--- src/rtl/trng_word_packer_pkg.sv ---
// trng_word_packer_pkg: default sizes and FSM state encoding for the TRNG word packer
package trng_word_packer_pkg;
    localparam int WORD_W_DEF     = 32;
    localparam int FIFO_DEPTH_DEF = 4;
    typedef enum logic {IDLE = 1'b0, COLLECT = 1'b1} state_e;
endpackage

--- src/rtl/trng_word_packer_if.sv ---
// trng_word_packer_if: word stream from packer to bus side
//  word  head-of-FIFO random word (0 when not valid)
//  valid word holds a buffered word
//  ready consumer accepts word when valid & ready
interface trng_word_packer_if #(parameter int W = trng_word_packer_pkg::WORD_W_DEF);
    logic [W-1:0] word;
    logic         valid;
    logic         ready;
    modport master (output word, valid, input ready);
    modport slave  (input word, valid, output ready);
endinterface

--- src/rtl/trng_word_packer_sync_fifo.sv ---
// trng_word_packer_sync_fifo: synchronous first-word-fall-through FIFO
//  clk, rstn        clock, synchronous active-low reset
//  push_i, data_i   write request and data; accepted when not full or popping
//  pop_i            read request; ignored when empty
//  data_o           head entry, 0 when empty
//  full_o, empty_o  status
//  level_o          number of entries held
module trng_word_packer_sync_fifo #(
    parameter int WIDTH = 32,
    parameter int DEPTH = 4
) (
    input  logic                     clk,
    input  logic                     rstn,
    input  logic                     push_i,
    input  logic [WIDTH-1:0]         data_i,
    input  logic                     pop_i,
    output logic [WIDTH-1:0]         data_o,
    output logic                     full_o,
    output logic                     empty_o,
    output logic [$clog2(DEPTH):0]   level_o
);
    localparam int AW = $clog2(DEPTH);
    localparam int LW = AW + 1;
    logic [WIDTH-1:0] mem_q [DEPTH];
    logic [AW-1:0]    wr_q, rd_q;
    logic [LW-1:0]    level_q, level_d;
    logic             do_push, do_pop;
    always_comb begin
        empty_o = level_q == '0;
        full_o  = level_q == LW'(DEPTH);
        do_pop  = pop_i && !empty_o;
        // a full FIFO still takes a push when the head leaves in the same cycle
        do_push = push_i && (!full_o || do_pop);
        level_d = level_q + LW'(do_push) - LW'(do_pop);
        data_o  = empty_o ? '0 : mem_q[rd_q];
        level_o = level_q;
    end
    always_ff @(posedge clk) begin
        if (do_push) mem_q[wr_q] <= data_i;
    end
    always_ff @(posedge clk) begin
        if (!rstn) begin
            wr_q    <= '0;
            rd_q    <= '0;
            level_q <= '0;
        end else begin
            wr_q    <= do_push ? wr_q + AW'(1) : wr_q;
            rd_q    <= do_pop ? rd_q + AW'(1) : rd_q;
            level_q <= level_d;
        end
    end
endmodule

--- src/rtl/trng_word_packer.sv ---
// trng_word_packer: packs debiased bits MSB-first into words and buffers them for the bus
//  clk, rstn     clock, synchronous active-low reset
//  enable_i      1 = collect bits, 0 = idle with partial word discarded
//  bit_i         debiased bit, qualified by bit_valid_i
//  clear_ovf_i   pulse clearing the sticky overflow flag
//  word_if       master side of the word stream (word/valid out, ready in)
//  fifo_level_o  words currently buffered
//  overflow_o    sticky: a completed word was dropped
module trng_word_packer
    import trng_word_packer_pkg::*;
#(
    parameter int WORD_W     = WORD_W_DEF,
    parameter int FIFO_DEPTH = FIFO_DEPTH_DEF
) (
    input  logic                          clk,
    input  logic                          rstn,
    input  logic                          enable_i,
    input  logic                          bit_i,
    input  logic                          bit_valid_i,
    input  logic                          clear_ovf_i,
    trng_word_packer_if.master            word_if,
    output logic [$clog2(FIFO_DEPTH):0]   fifo_level_o,
    output logic                          overflow_o
);
    localparam int CW = $clog2(WORD_W);
    state_e            state_q, state_d;
    logic [WORD_W-1:0] shreg_q, shreg_d, word;
    logic [CW-1:0]     cnt_q, cnt_d;
    logic              ovf_q, ovf_d, take, done, keep, full, empty, pop;
    always_comb begin
        take    = state_q == COLLECT && bit_valid_i;
        done    = take && cnt_q == CW'(WORD_W - 1);
        word    = {shreg_q[WORD_W-2:0], bit_i};
        pop     = word_if.valid && word_if.ready;
        keep    = state_q == COLLECT && enable_i;
        state_d = enable_i ? COLLECT : IDLE;
        // leaving COLLECT (or idling) discards any partial word
        shreg_d = keep ? (take ? word : shreg_q) : '0;
        cnt_d   = keep ? (done ? '0 : take ? cnt_q + CW'(1) : cnt_q) : '0;
        // a drop in the same cycle as clear_ovf keeps the flag set
        ovf_d   = (done && full && !pop) || (ovf_q && !clear_ovf_i);
    end
    always_ff @(posedge clk) begin
        if (!rstn) begin
            state_q <= IDLE;
            shreg_q <= '0;
            cnt_q   <= '0;
            ovf_q   <= 1'b0;
        end else begin
            state_q <= state_d;
            shreg_q <= shreg_d;
            cnt_q   <= cnt_d;
            ovf_q   <= ovf_d;
        end
    end
    trng_word_packer_sync_fifo #(.WIDTH(WORD_W), .DEPTH(FIFO_DEPTH)) u_fifo (
        .clk     (clk),
        .rstn    (rstn),
        .push_i  (done),
        .data_i  (word),
        .pop_i   (pop),
        .data_o  (word_if.word),
        .full_o  (full),
        .empty_o (empty),
        .level_o (fifo_level_o)
    );
    assign word_if.valid = !empty;
    assign overflow_o    = ovf_q;
endmodule

--- src/flat_wrapper.sv ---
// flat-port wrapper written by rule: the top's interface ports become plain ports
module trng_word_packer_flat import trng_word_packer_pkg::*;
#(
    parameter int WORD_W     = WORD_W_DEF,
    parameter int FIFO_DEPTH = FIFO_DEPTH_DEF
)
  (clk, rstn, enable_i, bit_i, bit_valid_i, clear_ovf_i, fifo_level_o, overflow_o, word_if_word, word_if_valid, word_if_ready);
  trng_word_packer_if #(.W((32))) word_if_i ();
  input  logic clk;
  input  logic rstn;
  input  logic enable_i;
  input  logic bit_i;
  input  logic bit_valid_i;
  input  logic clear_ovf_i;
  output logic [$clog2(FIFO_DEPTH):0] fifo_level_o;
  output logic overflow_o;
  output wire logic [$bits(word_if_i.word)-1:0] word_if_word;
  output wire logic [$bits(word_if_i.valid)-1:0] word_if_valid;
  input wire logic [$bits(word_if_i.ready)-1:0] word_if_ready;
  assign word_if_word = word_if_i.word;
  assign word_if_valid = word_if_i.valid;
  assign word_if_i.ready = word_if_ready;
  trng_word_packer #(.WORD_W(WORD_W), .FIFO_DEPTH(FIFO_DEPTH)) u_core (.clk(clk), .rstn(rstn), .enable_i(enable_i), .bit_i(bit_i), .bit_valid_i(bit_valid_i), .clear_ovf_i(clear_ovf_i), .word_if(word_if_i), .fifo_level_o(fifo_level_o), .overflow_o(overflow_o));
endmodule
--- config.mk ---
export PLATFORM = sky130hd
export DESIGN_NAME = trng_word_packer_flat
export DESIGN_NICKNAME = d
export VERILOG_FILES = /design/src/rtl/trng_word_packer_pkg.sv /design/src/rtl/trng_word_packer_if.sv /design/src/rtl/trng_word_packer_sync_fifo.sv /design/src/rtl/trng_word_packer.sv /design/src/flat_wrapper.sv
export SDC_FILE = /design/constraint.sdc
export NUM_CORES = 1
export LEC_CHECK = 0
export CORE_MARGIN = 4
export CORE_UTILIZATION = 30
export CTS_CLUSTER_DIAMETER = 60
export CTS_CLUSTER_SIZE = 8
export DETAILED_ROUTE_END_ITERATION = 6
export PLACE_DENSITY = 0.56
export SLEW_MARGIN = 10
export SYNTH_ARGS = -nofsm -noshare
export SYNTH_HDL_FRONTEND = slang
export SYNTH_SLANG_ARGS = --single-unit
--- constraint.sdc ---
create_clock -name clk -period 3 [get_ports clk]
set_input_delay 0.45 -clock clk [delete_from_list [all_inputs] [get_ports clk]]
set_output_delay 0.45 -clock clk [all_outputs]
set_load 0.01 [all_outputs]
==> impl_metrics.toml, run 1 <==
[yosys]
synth_top_flop_cell = "edfxtp_1"
synth_fa_ha_area_frac = 0.0182
syn-num-nets = 410
synthArstFlopShare = 0
synthSimpleGateAreaFrac = 0.0803
synth_area_um2 = 6610
synth_top_family_by_area = "multiplexers"
synthXorXnorAreaFrac = 0.00530
ys_types = 33
synth.yosys.seq_area_share = 0.724
synth_seq_cells = 175
synth_warnings = 0
synth_compound_area_frac = 0.0419
syn_inst = 394
avgSynthCellArea_um2 = 16.8
synth_edf_count = 128
synthMuxAreaShare = 0.109

[final_layout]
mostFrequentLayoutCell = "edfxtp_1"
final_cell_mix = "128 x edfxtp_1, 46 x dfxtp_1, 43 x clkdlybuf4s50_1"
drive_gt1_frac = 0.162
multiInputGateArea_um2 = 1690
n_antenna_cell = 0
syn_to_final_growth_pct = 20.5
layout.nets = 461
register_area_um2 = 4790
fillerInstances = 2077

[worst_hold_path]
holdPathStages = 2
hold_path.class = "reg -> reg"

[clock_network]
root_buffer = "clkbuf_16"
insertion_delay_ns = 0.42
cts_hold_buffers = 0
numCtsBuffers = 17
cts.sinks = 175
h-tree-depth = 4
cts_tree = "yes"
clock_path_buffers = 2
cts.repair.resized = 0
cts.reportedPaths.clkPinSlew_ns = 0.07
postCtsSetupBuffers = 0

[power]
peakVddDrop_mv = 0.469
power_mw = 5.47
pwr_density_cell_nw_per_um2 = 688
leakagePower_nw = 2.89

[die]
core_area_um2 = 21800
die_w_um = 156
ios = 44
die-area_um2 = 24500
start_util = 0.304
die_height_um = 156
fp-row-count = 54

[critical_path]
crit_cells = 13
arrival_ns = 3.08
required_ns = 3.32
crit_family = "adder cells"
end_kind = "register"
crit_path_start_kind = "register"
timing.critical_path.mode_cell = "ha_1"
slowest_delay_ns = 0.41
cp_max_fo = 9
worstPathCellList = "ha_1 > and3_1 > ha_1 > nand3_1 > nor2_1 > inv_1 > ha_1 > inv_1 > ha_1 > fa_1 > xnor2_1 > xnor2_1 > and2_1"
critPathSlowestCell = "dfxtp_1"
path_buf_inv = 2
crit_type = "reg -> reg"
ff2ff_path_depth = 13

[timing]
hold_viol_final = 0
max_slew_margin = 0.651
setup_viol = 0
tightest_slew_ns = 0.524
fin_crit_ns = 2.76
tns_ns = 0
fmax_mhz = 362
min_period_over_period = 0.920
fin_ws_ns = 0.240
drv_slew = 0
grt_setup_unrepaired = "false"
fin_worst_skew_ns = 0.0119

[placement]
place.gp.congestion = 0.674
hpwl_um = 6620
io_buffers = 43
pre_cts_slack_ns = 0.248

[grt]
grt_pass1_vias = 3574
grt_pass1_wl_um = 19500
grt-ovfl-total = 0
grt_usage = 0.104
grt_max_degree = 37
antenna_found_initial = 0

[status]
outcome = "finished, final reports clean"

[detailed_routing]
vias = 3504
detail-route-antenna-nets = 0
wire_per_inst_um = 16.3
drtPass1Iterations = 5
wl_um = 12000
drc = 0
routed_via_density = 4.75
drt_iter0_markers = 209

[flow_run]
drv_cap = 0
state kept, by name (all words and copies together) (netlist names), named ones only:
name                   count
u_core.overflow_o          1
u_core.shreg_q            31
u_core.state_q             1
u_core.u_fifo.mem_q      128
u_core.u_fifo.wr_q         2
u_core.u_fifo.level_o      3
u_core.cnt_q               5
u_core.u_fifo.rd_q         2
layer usage:
metal  routed length, µm  vias to the layer above  global-route usage  share of wire
met2                5940                       75               0.172           0.50
met1                5470                     1796               0.131           0.46
met5                   0                        -                   0              0
met4                  80                        0              0.0219         0.0067
li1                    -                     1625                   -              -
met3                 503                        8              0.0387          0.042
kinds of logic after synthesis:
family / Yosys count
AO/OA/AOI/OAI: 46
XOR/XNOR: 4
adder cells (fa/ha/maj): 9
buffers and inverters: 31
flip-flops: 175
multiplexers: 32
AND/OR/NAND/NOR: 97
metrics by stage:
step | util | area [µm²] | hold WS (ns) | cells
floorplan | - | 6610 | 0.436 | 394
global placement | 0.342 | 7430 | 0.455 | 706
detailed placement | 0.342 | 7430 | 0.458 | 706
CTS | 0.366 | 7960 | 0.464 | 738
global route | 0.366 | 7960 | 0.516 | 738
finish | 0.366 | 7960 | 0.455 | 738
synthesized netlist by cell type, types with 2 or more instances:
| library cell | number | area share |
|---|---|---|
| edfxtp_1 | 128 | 0.58 |
| dfxtp_1 | 47 | 0.14 |
| nor2_1 | 38 | 0.022 |
| mux4_2 | 32 | 0.11 |
| o22ai_1 | 31 | 0.029 |
| nor2b_1 | 23 | 0.022 |
| clkbuf_1 | 12 | 0.0068 |
| and2b_1 | 10 | 0.011 |
| inv_1 | 9 | 0.0051 |
| a21oi_1 | 8 | 0.0061 |
| ha_1 | 8 | 0.015 |
| and3_1 | 6 | 0.0057 |
| and2_1 | 4 | 0.0038 |
| buf_1 | 4 | 0.0023 |
| nand3_1 | 4 | 0.0030 |
| o21ai_0 | 4 | 0.0030 |
| buf_4 | 3 | 0.0034 |
| nand2_1 | 3 | 0.0017 |
| buf_2 | 2 | 0.0015 |
| nand4b_1 | 2 | 0.0027 |
| or4b_1 | 2 | 0.0030 |
| xnor2_1 | 2 | 0.0027 |
| xor2_1 | 2 | 0.0027 |
area by class of cell:
cell class,count,area share
multi-input combinational,188,0.212
tap,280,0.0440
sequential,175,0.602
inverter,9,0.00425
timing repair buffer,54,0.0723
clock buffer,19,0.0544
clock inverter,13,0.0113
where the power goes:
part	switching [mW]	total, mW	leakage, nW	internal (mW)
sequential	0.0564	2.67	1.83	2.61
clock	0.878	1.94	0.253	1.06
combinational	0.442	0.864	0.811	0.422
final timing paths:
| check | start | end | slack (ns) |
|---|---|---|---|
| setup / recovery | u_core.cnt_q[0] | u_core.u_fifo.level_o[2] | 0.24 |
| hold reg to reg | u_core.cnt_q[4] | u_core.cnt_q[4] | 0.46 |
| hold / removal | u_core.cnt_q[4] | u_core.cnt_q[4] | 0.46 |
| setup reg to reg | u_core.cnt_q[0] | u_core.u_fifo.level_o[2] | 0.24 |
worst min-delay path, delay by kind of cell (launching register included):
kind               cells  cell delay [ns]
DFF                    1             0.31
and+or+nand+nor        1             0.05
AOI/OAI and AO/OA      1             0.05
(Power assumes the default switching activity.)
==> run 2: changes to the inputs <==
Settings changed: CORE_MARGIN 4 to unset, MAX_ROUTING_LAYER set to met4.
==> impl_metrics.toml, run 2 (synthesized netlist as in run 1, its figures left out) <==
[status]
outcome = "finished, final reports clean"

[detailed_routing]
drc = 0
drtPass1Iterations = 4
drt_iter0_markers = 138
detail-route-antenna-nets = 0
wl_um = 12000
vias = 3455
wire_per_inst_um = 16.3
routed_via_density = 4.71

[critical_path]
required_ns = 3.31
endpoint = "u_core.u_fifo.level_o[2]"
startpoint = "u_core.cnt_q[0]"
end_kind = "register"
arrival_ns = 3.06
crit_path_start_kind = "register"
crit_type = "reg -> reg"
cp_max_fo = 9
regToRegSetupSlack_ns = 0.25
r2r_start = "u_core.cnt_q[0]"
ff2ff_path_depth = 13
regToRegEndpoint = "u_core.u_fifo.level_o[2]"

[power]
peakVddDrop_mv = 0.388
power_mw = 5.60
leakagePower_nw = 2.91
pwr_density_cell_nw_per_um2 = 701

[final_layout]
top_regs = "u_core.u_fifo.mem_q (128), u_core.shreg_q (31), u_core.cnt_q (5)"
final_cell_mix = "128 x edfxtp_1, 46 x dfxtp_1, 43 x clkdlybuf4s50_1"
top_register = "u_core.u_fifo.mem_q"
layout.nets = 462
syn_to_final_growth_pct = 21.1
final_area_um2 = 8000
mostFrequentLayoutCell = "edfxtp_1"
n_antenna_cell = 0
drive_gt1_frac = 0.168
largest_register_ff_count = 128

[placement]
placed_area_um2 = 7430
io_buffers = 43
hpwl_um = 6770
place.gp.congestion = 0.714
pre_cts_slack_ns = 0.184

[clock_network]
cts.sinks = 175
numCtsBuffers = 17
cts.reportedPaths.clkPinSlew_ns = 0.06
cts_tree = "yes"
clock_path_buffers = 2
root_buffer = "clkbuf_16"
postCtsSetupBuffers = 0
h-tree-depth = 4
insertion_delay_ns = 0.42

[timing]
fmax_mhz = 364
fin_crit_ns = 2.75
grt_setup_unrepaired = "false"
tns_ns = 0
hold_slack_ns = 0.462
setup_viol = 0
max_slew_margin = 0.661
min_period_over_period = 0.916
drv_slew = 0
fin_ws_ns = 0.253
tightest_slew_ns = 0.509
hold_viol_final = 0
fin_worst_skew_ns = 0.00515

[grt]
grt-ovfl-total = 0
grt_max_degree = 37
antenna_found_initial = 0
grt_pass1_wl_um = 19200
grt_pass1_vias = 3578
grt_usage = 0.119

[die]
core_area_um2 = 21300
die_height_um = 150
start_util = 0.310
die-area_um2 = 22600
fp-row-count = 53
die_w_um = 150
ios = 44

[worst_hold_path]
hold_path.class = "reg -> reg"

[flow_run]
drv_cap = 0
==> run 2: layer usage <==
layer | GRT usage | share of wire | wire (µm)
met1 | 0.149 | 0.46 | 5470
met2 | 0.185 | 0.49 | 5860
met3 | 0.0373 | 0.046 | 547
met4 | 0.0323 | 0.0084 | 100
met5 | - | 0 | 0
==> run 2: worst min path at each step <==
stage / from / to / slack (ns) / cells after the start
global route: u_core.cnt_q[4] / u_core.cnt_q[4] / 0.51 / 2
floorplan: u_core.cnt_q[4] / u_core.cnt_q[4] / 0.44 / 2
finish: u_core.cnt_q[4] / u_core.cnt_q[4] / 0.46 / 2
global placement: u_core.cnt_q[4] / u_core.cnt_q[4] / 0.45 / 2
detailed placement: u_core.cnt_q[4] / u_core.cnt_q[4] / 0.46 / 2
CTS: u_core.cnt_q[4] / u_core.cnt_q[4] / 0.47 / 2
==> run 2: worst max-delay path: stages, from the launching register on <==
cell and delay (ns):
dfxtp_1 0.40, ha_1 0.21, and3_1 0.17, ha_2 0.26, nand3_1 0.15, nor2_1 0.12
inv_1 0.05, ha_1 0.26, inv_1 0.04, ha_1 0.18, fa_1 0.38, xnor2_1 0.14
xnor2_1 0.13, and2_1 0.15
==> run 2: power breakdown <==
group	internal, mW	leakage, nW	total, mW	switching [mW]
clock network	1.16	0.265	2.07	0.911
registers	2.61	1.83	2.67	0.0568
logic	0.423	0.813	0.864	0.441
==> run 2: timing repair <==
action / 4_1_cts / 5_1_grt
setup endpoints to repair: 0 / 1
gates resized for setup: 0 / 1
hold buffers: 0 / 0
==> run 2: final cells by class <==
| cell class | count | area (µm²) |
|---|---|---|
| multi-input combinational | 188 | 1690 |
| fill | 1945 | 13300 |
| tap | 275 | 344 |
| sequential | 175 | 4790 |
| clock inverter | 14 | 133 |
| timing repair buffer | 55 | 583 |
| clock buffer | 18 | 429 |
| inverter | 9 | 33.8 |
==> run 2: per-stage QoR <==
step,util,instances
after floorplan,-,394
after global placement,0.349,702
after detailed placement,0.349,702
after CTS,0.376,734
after global routing,0.376,734
final,0.376,734
==> run 3: changes to the inputs <==
Settings changed: ABC_CLOCK_PERIOD_IN_PS set to 3000, CELL_PAD_IN_SITES_DETAIL_PLACEMENT set to 2, CELL_PAD_IN_SITES_GLOBAL_PLACEMENT set to 2, PLACE_DENSITY 0.56 to 0.68.
==> impl_metrics.toml, run 3 (synthesized netlist as in run 1, its figures left out) <==
[status]
outcome = "finished, final reports clean"

[die]
fp-row-count = 53
core_area_um2 = 21300
die-area_um2 = 22600
ios = 44
die_w_um = 150
die_height_um = 150
start_util = 0.310

[flow_run]
drv_cap = 0

[grt]
grt_pass1_vias = 4006
grt-ovfl-total = 0
antenna_found_initial = 0
grt_usage = 0.140
grt_pass1_wl_um = 22600
grt_max_degree = 37

[timing]
tightest_slew_ns = 0.523
max_slew_margin = 0.651
hold_viol_final = 0
grt_setup_unrepaired = "false"
fin_worst_skew_ns = 0.00647
drv_slew = 0
setup_viol = 0
fin_crit_ns = 2.78
min_period_over_period = 0.926
tns_ns = 0
fmax_mhz = 360

[clock_network]
clock_path_buffers = 2
insertion_delay_ns = 0.43
cts_hold_buffers = 0
numCtsBuffers = 17
cts.reportedPaths.clkPinSlew_ns = 0.07
cts_tree = "yes"
cts.sinks = 175
root_buffer = "clkbuf_16"
h-tree-depth = 4

[final_layout]
syn_to_final_growth_pct = 22.0
top_register = "u_core.u_fifo.mem_q"
final_area_um2 = 8060
mostFrequentLayoutCell = "edfxtp_1"
largest_register_ff_count = 128
layout.nets = 461
n_antenna_cell = 0
top_regs = "u_core.u_fifo.mem_q (128), u_core.shreg_q (31), u_core.cnt_q (5)"
stdcell_count = 733
drive_gt1_frac = 0.164
final_cell_mix = "128 x edfxtp_1, 46 x dfxtp_1, 43 x clkdlybuf4s50_1"

[power]
pwr_density_cell_nw_per_um2 = 734
leakagePower_nw = 2.93
peakVddDrop_mv = 0.340
power_mw = 5.91

[placement]
place.gp.congestion = 0.655
post-place-cells = 701
placed_area_um2 = 7430
io_buffers = 43
hpwl_um = 7950

[critical_path]
cp_max_fo = 32
critPathSlowestCell = "clkdlybuf4s50_1"
slowest_delay_ns = 0.59
worstPathCellList = "buf_4 > mux4_2 > nor2b_1 > clkdlybuf4s50_1"
crit_type = "reg -> out"
required_ns = 2.55
crit_path_start_kind = "register"
end_kind = "primary output"
arrival_ns = 2.33

[detailed_routing]
routed_via_density = 4.83
drc = 0
drt_iter0_markers = 143
vias = 3538
wl_um = 14100
drtPass1Iterations = 4
wire_per_inst_um = 19.3
detail-route-antenna-nets = 0

[worst_hold_path]
hold_path.class = "reg -> reg"
-- run 3: worst paths after layout --
check	start	slack, ns	cells past startpoint	endpoint
worst min-delay path	u_core.cnt_q[4]	0.47	2	u_core.cnt_q[4]
worst min register to register	u_core.cnt_q[4]	0.47	2	u_core.cnt_q[4]
worst max-delay path	register	0.22	4	word_if_word[19]
worst max register to register	u_core.cnt_q[0]	0.27	13	u_core.u_fifo.level_o[2]
-- run 3: area by class of cell --
| type | instances | area [µm²] |
|---|---|---|
| clock buffer | 20 | 437 |
| multi-input combinational | 188 | 1690 |
| tap | 275 | 344 |
| timing repair buffer | 54 | 576 |
| clock inverter | 12 | 191 |
| sequential | 175 | 4790 |
| inverter | 9 | 33.8 |
| fill | 2088 | 13200 |
-- run 3: metal layers --
| layer | routed length [µm] | GRT usage |
|---|---|---|
| met5 | 0 | - |
| met4 | 248 | 0.0556 |
| met3 | 316 | 0.0264 |
| met2 | 7520 | 0.243 |
| met1 | 6030 | 0.160 |
-- run 3: power by group --
group,internal (mW),switching [mW]
sequential,2.61,0.0580
clock,1.47,0.899
combinational,0.424,0.449
-- run 3: what timing repair did --
action / in CTS / in global routing
setup buffers: 0 / 0
setup endpoints to repair: 0 / 1
resized for setup: 0 / 1
-- run 3: critical path: cells and delay by family (launching register included) --
kind | cells | cell delay [ns]
buffers and inverters | 2 | 1.02
DFF | 1 | 0.31
muxes | 1 | 0.30
and+or+nand+nor | 1 | 0.25
-- run 3: stage by stage --
stage / util / setup WS, ns / hold WS (ns)
3_5_place_dp: 0.349 / 0.177 / 0.468
3_3_place_gp: 0.349 / 0.279 / 0.457
2_1_floorplan: - / 0.472 / 0.436
6_report: 0.379 / 0.222 / 0.474
5_1_grt: 0.379 / 0.0276 / 0.522
4_1_cts: 0.378 / 0.161 / 0.479
